File: src/rtl/store_unit.sv
// MEM-stage store path: alignment check, lane steering, SRAM write handshake.
// One outstanding store; completion or AdES reported as one-cycle pulses.
module store_unit #(
  parameter int ADDR_W = 32,
  parameter int DATA_W = 32
) (
  input  logic              clk,
  input  logic              resetn,
  input  logic              in_valid,
  output logic              in_ready,
  input  logic [2:0]        in_type,
  input  logic [ADDR_W-1:0] in_addr,
  input  logic [DATA_W-1:0] in_data,
  input  logic              flush,
  output logic              data_sram_req,
  output logic              data_sram_wr,
  output logic [1:0]        data_sram_size,
  output logic [ADDR_W-1:0] data_sram_addr,
  output logic [3:0]        data_sram_wstrb,
  output logic [DATA_W-1:0] data_sram_wdata,
  input  logic              data_sram_addr_ok,
  input  logic              data_sram_data_ok,
  output logic              st_done,
  output logic              st_ex,
  output logic [ADDR_W-1:0] st_badvaddr
);

  typedef enum logic [1:0] {
    IDLE,
    REQ,
    WAIT
  } state_t;

  state_t state, state_n;

  logic              mis;
  logic              load;
  logic              done_n;
  logic              ex_n;
  logic              cancel;
  logic              cancel_n;
  logic [1:0]        size_n;
  logic [3:0]        strb_n;
  logic [DATA_W-1:0] wdata_n;

  logic [1:0]        size_q;
  logic [ADDR_W-1:0] addr_q;
  logic [3:0]        strb_q;
  logic [DATA_W-1:0] wdata_q;

  always_comb begin
    size_n  = 2'd2;
    strb_n  = 4'b0000;
    wdata_n = in_data;
    mis     = 1'b0;
    unique case (1'b1)
      in_type[0]: begin
        size_n  = 2'd0;
        strb_n  = 4'b0001 << in_addr[1:0];
        wdata_n = {4{in_data[7:0]}};
      end
      in_type[1]: begin
        size_n  = 2'd1;
        strb_n  = in_addr[1] ? 4'b1100 : 4'b0011;
        wdata_n = {2{in_data[15:0]}};
        mis     = in_addr[0];
      end
      in_type[2]: begin
        strb_n = 4'b1111;
        mis    = |in_addr[1:0];
      end
      default: ;
    endcase
  end

  // cancel marks a write already in memory whose completion must stay silent
  always_comb begin
    state_n  = state;
    load     = 1'b0;
    done_n   = 1'b0;
    ex_n     = 1'b0;
    cancel_n = cancel;
    unique case (state)
      IDLE: begin
        if (in_valid && !flush) begin
          if (mis) begin
            ex_n = 1'b1;
          end else begin
            load    = 1'b1;
            state_n = REQ;
          end
        end
      end
      REQ: begin
        if (data_sram_addr_ok) begin
          if (data_sram_data_ok) begin
            state_n = IDLE;
            done_n  = !flush;
          end else begin
            state_n  = WAIT;
            cancel_n = flush;
          end
        end else if (flush) begin
          state_n = IDLE;
        end
      end
      WAIT: begin
        if (data_sram_data_ok) begin
          state_n  = IDLE;
          done_n   = !(cancel || flush);
          cancel_n = 1'b0;
        end else if (flush) begin
          cancel_n = 1'b1;
        end
      end
      default: state_n = IDLE;
    endcase
  end

  always_ff @(posedge clk or negedge resetn) begin
    if (!resetn) begin
      state       <= IDLE;
      cancel      <= 1'b0;
      st_done     <= 1'b0;
      st_ex       <= 1'b0;
      st_badvaddr <= '0;
      size_q      <= '0;
      addr_q      <= '0;
      strb_q      <= '0;
      wdata_q     <= '0;
    end else begin
      state   <= state_n;
      cancel  <= cancel_n;
      st_done <= done_n;
      st_ex   <= ex_n;
      if (ex_n) st_badvaddr <= in_addr;
      if (load) begin
        size_q  <= size_n;
        addr_q  <= in_addr;
        strb_q  <= strb_n;
        wdata_q <= wdata_n;
      end
    end
  end

  assign in_ready        = (state == IDLE);
  assign data_sram_req   = (state == REQ);
  assign data_sram_wr    = data_sram_req;
  assign data_sram_size  = size_q;
  assign data_sram_addr  = addr_q;
  assign data_sram_wstrb = strb_q;
  assign data_sram_wdata = wdata_q;

endmodule
File: config.mk
export PLATFORM = sky130hd
export DESIGN_NAME = store_unit
export DESIGN_NICKNAME = d
export VERILOG_FILES = /design/src/rtl/store_unit.sv
export SDC_FILE = /design/constraint.sdc
export NUM_CORES = 1
export LEC_CHECK = 0
export BUFFER_PORTS_ARGS = -buffer_cell sky130_fd_sc_hd__buf_2
export CAP_MARGIN = 20
export CORE_UTILIZATION = 50
export CTS_BUF_LIST = sky130_fd_sc_hd__clkbuf_2 sky130_fd_sc_hd__clkbuf_4 sky130_fd_sc_hd__clkbuf_8
export DETAILED_ROUTE_END_ITERATION = 7
export HOLD_SLACK_MARGIN = 0.08
export PLACE_DENSITY = 0.87
export SLEW_MARGIN = 20
export SYNTH_ARGS = -nofsm -noshare
export SYNTH_HDL_FRONTEND = slang
export SYNTH_SLANG_ARGS = --single-unit
File: constraint.sdc
create_clock -name clk -period 1.86 [get_ports clk]
set_input_delay 0.465 -clock clk [delete_from_list [all_inputs] [get_ports clk]]
set_output_delay 0.465 -clock clk [all_outputs]
set_load 0.05 [all_outputs]
* Yosys cells after proc, flatten, opt, wreduce, memory -nomap -nowiden *
Cells that the tools add are included.

storage, ports and cells
  bits of input ports = 73
  register bits after elaboration = 107
  output and inout port bits = 107

cells by class
  reduce and logical (&&, ||, !) cells = 9
  mux-type cells = 27
  shift-type cells = 1
  eq/ne operators = 9

operators by type and width
  cell                                                                    number
  32-bit one-hot mux with 2 select lines                                  1
  1-bit two-way mux                                                       13
  2-bit two-way mux                                                       6
  4-bit one-hot mux with 3 select lines                                   1
  4-bit AND reduction                                                     2
  2-bit != test (second input constant)                                   3
  1-bit one-hot mux with 2 select lines                                   3
  2-bit one-hot mux with 3 select lines                                   1
  4-bit two-way mux                                                       1
  2-bit by 1-bit != test with 1-bit output (second input constant)        2
  2-bit one-hot mux with 2 select lines                                   1
  1-bit by 2-bit left shift with 4-bit output (first input constant)      1
  3-bit by 2-bit != test with 1-bit output (second input constant)        1
  3-bit != test (second input constant)                                   1
  2-bit by 1-bit equality test with 1-bit output (second input constant)  1
  2-bit equality test (second input constant)                             1
  1-bit zero test                                                         2
  2-bit zero test                                                         1
  2-bit nonzero test                                                      1
  2-bit OR reduction                                                      1
  1-bit logical AND                                                       1
  1-bit logical OR                                                        1

* Logic depth before layout (Yosys ltp) *
Gate-level depths: netlist of run 1.

  word-level depth = 5
  mapped depth = 7

* Worst setup path before layout of run 1 *
OpenSTA, ideal clock, no wires.

  path type = reg-to-reg
  start point = reg state[0]
  end point = reg st_badvaddr[12]
  stages on the path, launching flop included = 7
  required time = 1735 ps
  data arrival time = 2004 ps
  clock period less this slack = 2129 ps
  slack = -269 ps
  path buffers = 1
  cell sequence = dfrtp_1 inv_1 ha_1 nand2_1 nor3_4 buf_4 mux2_2

between the ends
  word-level cells in the longest chain between the ends = 2

ends and longest elaborated chain
  item                      RTL line  source
  start: declaration        34        state_t state, state_n;
  start signal: assignment  132       state <= state_n;
  2-bit zero test           --
  net in_ready              10        output logic in_ready,
  1-bit two-way mux         83        unique case (state)
  end signal: assignment    136       if (ex_n) st_badvaddr <= in_addr;
  end: declaration          25        output logic [ADDR_W-1:0] st_badvaddr

The timed path passes the listed nets, and every way through them passes these cells.
A chain may end at the register's enable or synchronous reset.

* Worst setup path in the final report of run 1 *
  start point = reg state[1]
  end point = out data_sram_req

between the ends
  word-level cells in the longest chain between the ends = 1

ends and longest elaborated chain
  item                                            RTL line  source
  2-bit by 1-bit equality test with 1-bit output  147       assign data_sram_req = (state == REQ);
  end: declaration                                15        output logic data_sram_req,

Every way passes these cells.

==> impl_metrics.py, run 1 <==
metrics = {
    "synthesis": {
        "synth-seq-cells": 107,
        "synth-async-reset-ratio": 1.00,
        "synth_area_mm2": 0.00442,
        "yosysWarnings": 0,
        "ys.flop_type": "dfrtp_1",
        "synth_edf_count": 0,
        "yosysUniqueCellTypes": 30,
        "syn_nets": 405,
        "seq_area_frac_synth": 0.606,
        "synth_cells": 329,
        "avgSynthCellArea_um2": 13.4,
    },
    "run": {
        "cap_viol_max_count": 0,
    },
    "critical_path": {
        "path_delay_family": "flip-flops",
        "crit_arrival_ns": 1.34,
        "crit_required_ns": 1.39,
        "reg2reg_slack_ns": 0.16,
        "path_max_fanout": 5,
        "crit_slowest_cell": "dfrtp_1",
        "crit_chain": "inv_1 -> ha_2 -> buf_4",
        "critPathMaxStageDelay_ns": 0.41,
        "critPathBufInv": 2,
        "crit_type": "reg2out",
        "cp-end-kind": "output port",
        "start_kind": "register",
    },
    "cells_and_area": {
        "diodes": 0,
        "layout.nets": 591,
        "final_cell_mix": "buf_2, dfrtp_1, mux2_2",
        "area_growth_pct": 29.1,
        "drive_gt1_frac": 0.560,
        "fill_cells": 649,
        "mostFrequentLayoutCell": "buf_2",
    },
    "floorplan": {
        "dieHeight_um": 96,
        "fp.coreArea_mm2": 0.00838,
        "initial_core_util": 0.527,
        "rows": 33,
        "die_x_um": 96,
        "die-area_mm2": 0.00922,
        "io_pins": 180,
    },
    "sta": {
        "finalMaxSlewViolations": 0,
        "rsz0062_at_grt": "false",
        "finalSetupViolCount": 0,
        "fin_skew_ns": 0.0140,
        "period_needed_ns": 1.80,
        "hold_viol": 0,
        "relSlewSlack": 0.695,
        "fmax_ghz": 0.555,
        "period_share": 0.968,
        "setup_ws_ns": 0.0590,
        "worst_pin_slew_ns": 0.458,
    },
    "detailed_routing": {
        "drt_iter0_drc": 106,
        "totalWireLength_mm": 9.99,
        "avgViaCountPerCell": 5.19,
        "drtAntennaViolNets": 0,
        "vias": 3241,
        "drc": 0,
        "route.detailed.wl_per_inst_um": 16.0,
        "first_pass_iters": 4,
    },
    "clock_network": {
        "numClockSinks": 107,
        "cts.path.max_buffers": 2,
        "htree_levels": 3,
        "numCtsBuffers": 9,
        "cts_tree": "built",
        "clk_pin_slew_worst_paths_ns": 0.10,
        "clock_latency_ns": 0.36,
        "cts_root_buffer": "clkbuf_8",
    },
    "grt": {
        "grt_pass1_wl_mm": 15.5,
        "overflow": 0,
        "antenna_found_initial": 0,
        "grt_max_degree": 51,
        "grt_pass1_vias": 3274,
        "grt_use_total": 0.223,
    },
    "place": {
        "dpl.hpwl_mm": 7.58,
        "portBuffers": 179,
        "gp_congestion": 0.817,
        "dp_slack_ns": 0.0344,
    },
    "hold_path": {
        "min_path_type": "in2reg",
    },
    "status": {
        "status": "complete, no violations",
    },
}
## cells by family after synthesis
kind of cell    share of synthesized area
buf+inv                            0.0362
simple gates                       0.0459
flops                               0.606
mux                                 0.207
fa+ha+maj                         0.00850
compound gates                     0.0966
## area by class of cell
cell class / instances / area (um^2) / share of cell area
flip-flops and latches: 107 / 2680 / 0.470
clock inverters: 6 / 48.8 / 0.00856
clock buffers: 10 / 131 / 0.0230
well taps: 105 / 131 / 0.0230
multi-input cells: 197 / 1600 / 0.280
inverters: 6 / 22.5 / 0.00395
repair buffers: 194 / 1100 / 0.192
## Yosys cell counts (2+ instances only)
master    count  share of area
buf_2         5         0.0057
nand2b_1      2         0.0028
dfrtp_1     107           0.61
nor2_1        5         0.0042
a22o_1        7          0.014
mux2i_1       8          0.018
buf_4         2         0.0034
ha_1          3         0.0085
buf_6         7          0.018
clkbuf_1      4         0.0034
a21oi_1      13          0.015
inv_1         6         0.0051
o21ai_0      32          0.036
a21o_1        2         0.0034
a22oi_1       8          0.014
nand2_1      31          0.026
mux2_2       74           0.19
## routing by layer
| metal | up-vias | track usage | share of wire |
|---|---|---|---|
| met5 | - | 0 | 0 |
| met4 | 0 | 0.0808 | 0.012 |
| met3 | 9 | 0.0506 | 0.072 |
| met2 | 128 | 0.378 | 0.51 |
| met1 | 1579 | 0.280 | 0.40 |
| li1 | 1525 | - | - |
## through the flow
step | hold WS, ns | TNS, ns | instances | instance area (um^2) | utilization
6_report | 0.340 | 0 | 625 | 5700 | 0.680
5_1_grt | 0.328 | 0 | 625 | 5700 | 0.680
4_1_cts | 0.328 | -0.0684 | 625 | 5690 | 0.679
3_5_place_dp | 0.451 | 0 | 608 | 5500 | 0.657
3_3_place_gp | 0.438 | 0 | 608 | 5500 | 0.657
2_1_floorplan | 0.169 | 0 | 329 | 4430 | -
## state kept, by name, indices dropped and copies added, names as in the netlist
signal           count
state                2
data_sram_wstrb      4
st_ex                1
data_sram_size       2
st_badvaddr         32
cancel               1
st_done              1
data_sram_wdata     32
data_sram_addr      32
## path summary, 6_finish.rpt
| path | endpoint | cells past startpoint | from |
|---|---|---|---|
| setup / recovery | data_sram_req | 3 | state[1] |
| hold / removal | data_sram_addr[5] | 2 | in_addr[5] |
| setup reg to reg | st_badvaddr[26] | 6 | state[0] |
| hold reg to reg | data_sram_wdata[18] | 2 | data_sram_wdata[18] |
| max in group asynchronous | data_sram_wdata[31] | 3 | resetn |
| min in group asynchronous | data_sram_addr[22] | 2 | resetn |
## repair_timing
item / CTS / global route
endpoints found under the setup margin: 2 / 3
gates resized for setup: 0 / 6
hold buffers: 1 / 0
hold endpoints to repair: 29 / 0
gates cloned: 0 / 0
setup buffers: 0 / 0
Power of run 1 is not shown: default switching activity piles up to over one toggle a cycle in this logic, so the estimate is an artifact.
==> inputs of run 2 (changes only) <==
--- a/config.mk
+++ b/config.mk
@@ -12,6 +12,7 @@
 export DETAILED_ROUTE_END_ITERATION = 7
 export HOLD_SLACK_MARGIN = 0.08
 export PLACE_DENSITY = 0.87
+export SETUP_SLACK_MARGIN = 0.5
 export SLEW_MARGIN = 20
 export SYNTH_ARGS = -nofsm -noshare
 export SYNTH_HDL_FRONTEND = slang
==> run 2 against run 1 <==
Against the previous run:
- highest routed layer unchanged
- critical path depth increased by 3
- critical endpoint is now st_badvaddr[20]
- clock skew decreased by 0.0028 ns
- die area unchanged
- fmax about the same
- via count increased by 39%
- global-route usage increased by 8.5 points
- register-to-register slack got worse by 0.10 ns
==> impl_metrics.py, run 2 (synthesis gave the netlist of run 1 again) <==
metrics = {
    "status": {
        "status": "complete, no violations",
    },
    "clock_network": {
        "htree_levels": 3,
        "numClockSinks": 107,
        "numCtsBuffers": 9,
        "cts_tree": "built",
        "clock_latency_ns": 0.38,
        "cts.path.max_buffers": 2,
        "clk_pin_slew_worst_paths_ns": 0.12,
        "cts_root_buffer": "clkbuf_8",
    },
    "run": {
        "cap_viol_max_count": 0,
    },
    "critical_path": {
        "critPathBufInv": 2,
        "r2r-start": "state[1]",
        "crit_required_ns": 2.13,
        "reg2reg_slack_ns": 0.06,
        "crit_type": "reg2reg",
        "path_max_fanout": 16,
        "start_kind": "register",
        "path_delay_family": "flip-flops",
        "crit_slowest_cell": "dfrtp_1",
        "rr_worst_depth": 6,
        "r2r-end": "st_badvaddr[20]",
        "crit_chain": "inv_2 -> ha_4 -> nand2_4 -> nor3_4 -> clkbuf_16 -> mux2_2",
        "critPathMaxStageDelay_ns": 0.42,
        "crit_arrival_ns": 2.07,
        "cp-end-kind": "register",
    },
    "detailed_routing": {
        "drt_iter0_drc": 319,
        "vias": 4511,
        "first_pass_iters": 5,
        "drc": 0,
        "route.detailed.wl_per_inst_um": 28.5,
        "drtAntennaViolNets": 0,
        "totalWireLength_mm": 20.6,
        "avgViaCountPerCell": 6.23,
    },
    "power_and_ir_drop": {
        "cellPowerDensity_mw_per_mm2": 2210,
        "peakVddDrop_mv": 1.55,
        "leakage_nw": 3.96,
    },
    "sta": {
        "period_needed_ns": 1.80,
        "worst_pin_slew_ns": 0.524,
        "hold_viol": 0,
        "fmax_ghz": 0.555,
        "fin_skew_ns": 0.0112,
        "finalSetupViolCount": 0,
        "period_share": 0.968,
        "relSlewSlack": 0.651,
        "whs_ns": 0.328,
        "rsz0062_at_grt": "true",
        "finalMaxSlewViolations": 0,
    },
    "hold_path": {
        "min_path_type": "in2reg",
        "holdPathEnd": "data_sram_addr[6]",
        "hp-start": "in_addr[6]",
        "holdPathStages": 2,
    },
    "floorplan": {
        "initial_core_util": 0.527,
        "die_x_um": 96,
        "rows": 33,
        "io_pins": 180,
        "fp.coreArea_mm2": 0.00838,
        "dieHeight_um": 96,
        "die-area_mm2": 0.00922,
    },
    "grt": {
        "overflow": 0,
        "grt_max_degree": 66,
        "grt_use_total": 0.308,
        "antenna_found_initial": 2,
        "grt_pass1_vias": 3931,
        "grt_pass1_wl_mm": 20.6,
    },
    "cells_and_area": {
        "drive_gt1_frac": 0.723,
        "area_growth_pct": 78.5,
        "final_cell_mix": "buf_6, dfrtp_1, buf_4",
        "instances_no_fill": 724,
        "mostFrequentLayoutCell": "buf_6",
        "layout.nets": 689,
    },
    "place": {
        "dpl.hpwl_mm": 7.70,
        "gp_congestion": 0.814,
        "portBuffers": 179,
        "dp.cells": 604,
    },
}
run 2: cell count changes in the layout (fill, tap and decap cells not counted), sizes merged:
cell and delta:
diode +2, clkbuf +3, buf +93, clkinv -2, inv +1, o211ai +1, clkinvlp +1
run 2: layout make-up:
cell class / count / area (um^2)
repair buffers: 291 / 2820
flip-flops and latches: 107 / 2680
multi-input cells: 198 / 2050
fillers: 230 / 495
well taps: 105 / 131
clock buffers: 9 / 124
clock inverters: 6 / 56.3
inverters: 6 / 22.5
diodes: 2 / 5.00
run 2: how the worst max path moves through the flow:
stage	start	endpoint	slack (ns)	cells past startpoint
after CTS	state[0]	data_sram_req	0.16	3
after floorplan	state[1]	st_badvaddr[12]	0.13	6
after global routing	state[1]	st_badvaddr[20]	0.008	6
after global placement	flush	st_badvaddr[30]	0.04	6
after detailed placement	flush	st_badvaddr[24]	-0.002	6
final	state[1]	st_badvaddr[20]	0.06	6
run 2: per-layer routing:
| layer | routed length, um | global-route usage | vias up |
|---|---|---|---|
| li1 | - | - | 1736 |
| met1 | 6640 | 0.347 | 2221 |
| met2 | 10400 | 0.569 | 406 |
| met3 | 2000 | 0.0608 | 148 |
| met4 | 1590 | 0.123 | 0 |
| met5 | 0 | 0 | - |
run 2: repair_timing:
action / in CTS / in global routing
endpoints found under the setup margin: 190 / 213
cloned: 8 / 7
endpoints found under the hold margin: 33 / 0
setup buffers: 41 / 46
pin swaps: 8 / 26
gates resized for setup: 244 / 97
hold buffers: 1 / 0
run 2: metrics by stage:
step	power (mW)	area, um^2	worst slack, ns	setup TNS [ns]	util
final	17.4	7890	0.0597	0	0.941
after global routing	17.9	7890	0.00804	0	0.941
after CTS	15.4	7110	0.163	0	0.848
after detailed placement	11.6	5630	-0.00220	-0.00349	0.672
after global placement	11.3	5630	0.0361	0	0.672
after floorplan	9.79	4610	0.134	0	-
run 2: worst reg2reg max path, stage by stage (launching register included):
cell,delay [ns]
dfrtp_1,0.42
inv_2,0.12
ha_4,0.20
nand2_4,0.06
nor3_4,0.27
clkbuf_16,0.27
mux2_2,0.36
run 2: power by group:
part           internal, mW  switching [mW]
Sequential             3.46            1.11
Clock                 0.511           0.919
Combinational          4.85            6.59
No activity file was read; power rests on OpenSTA's default activity.
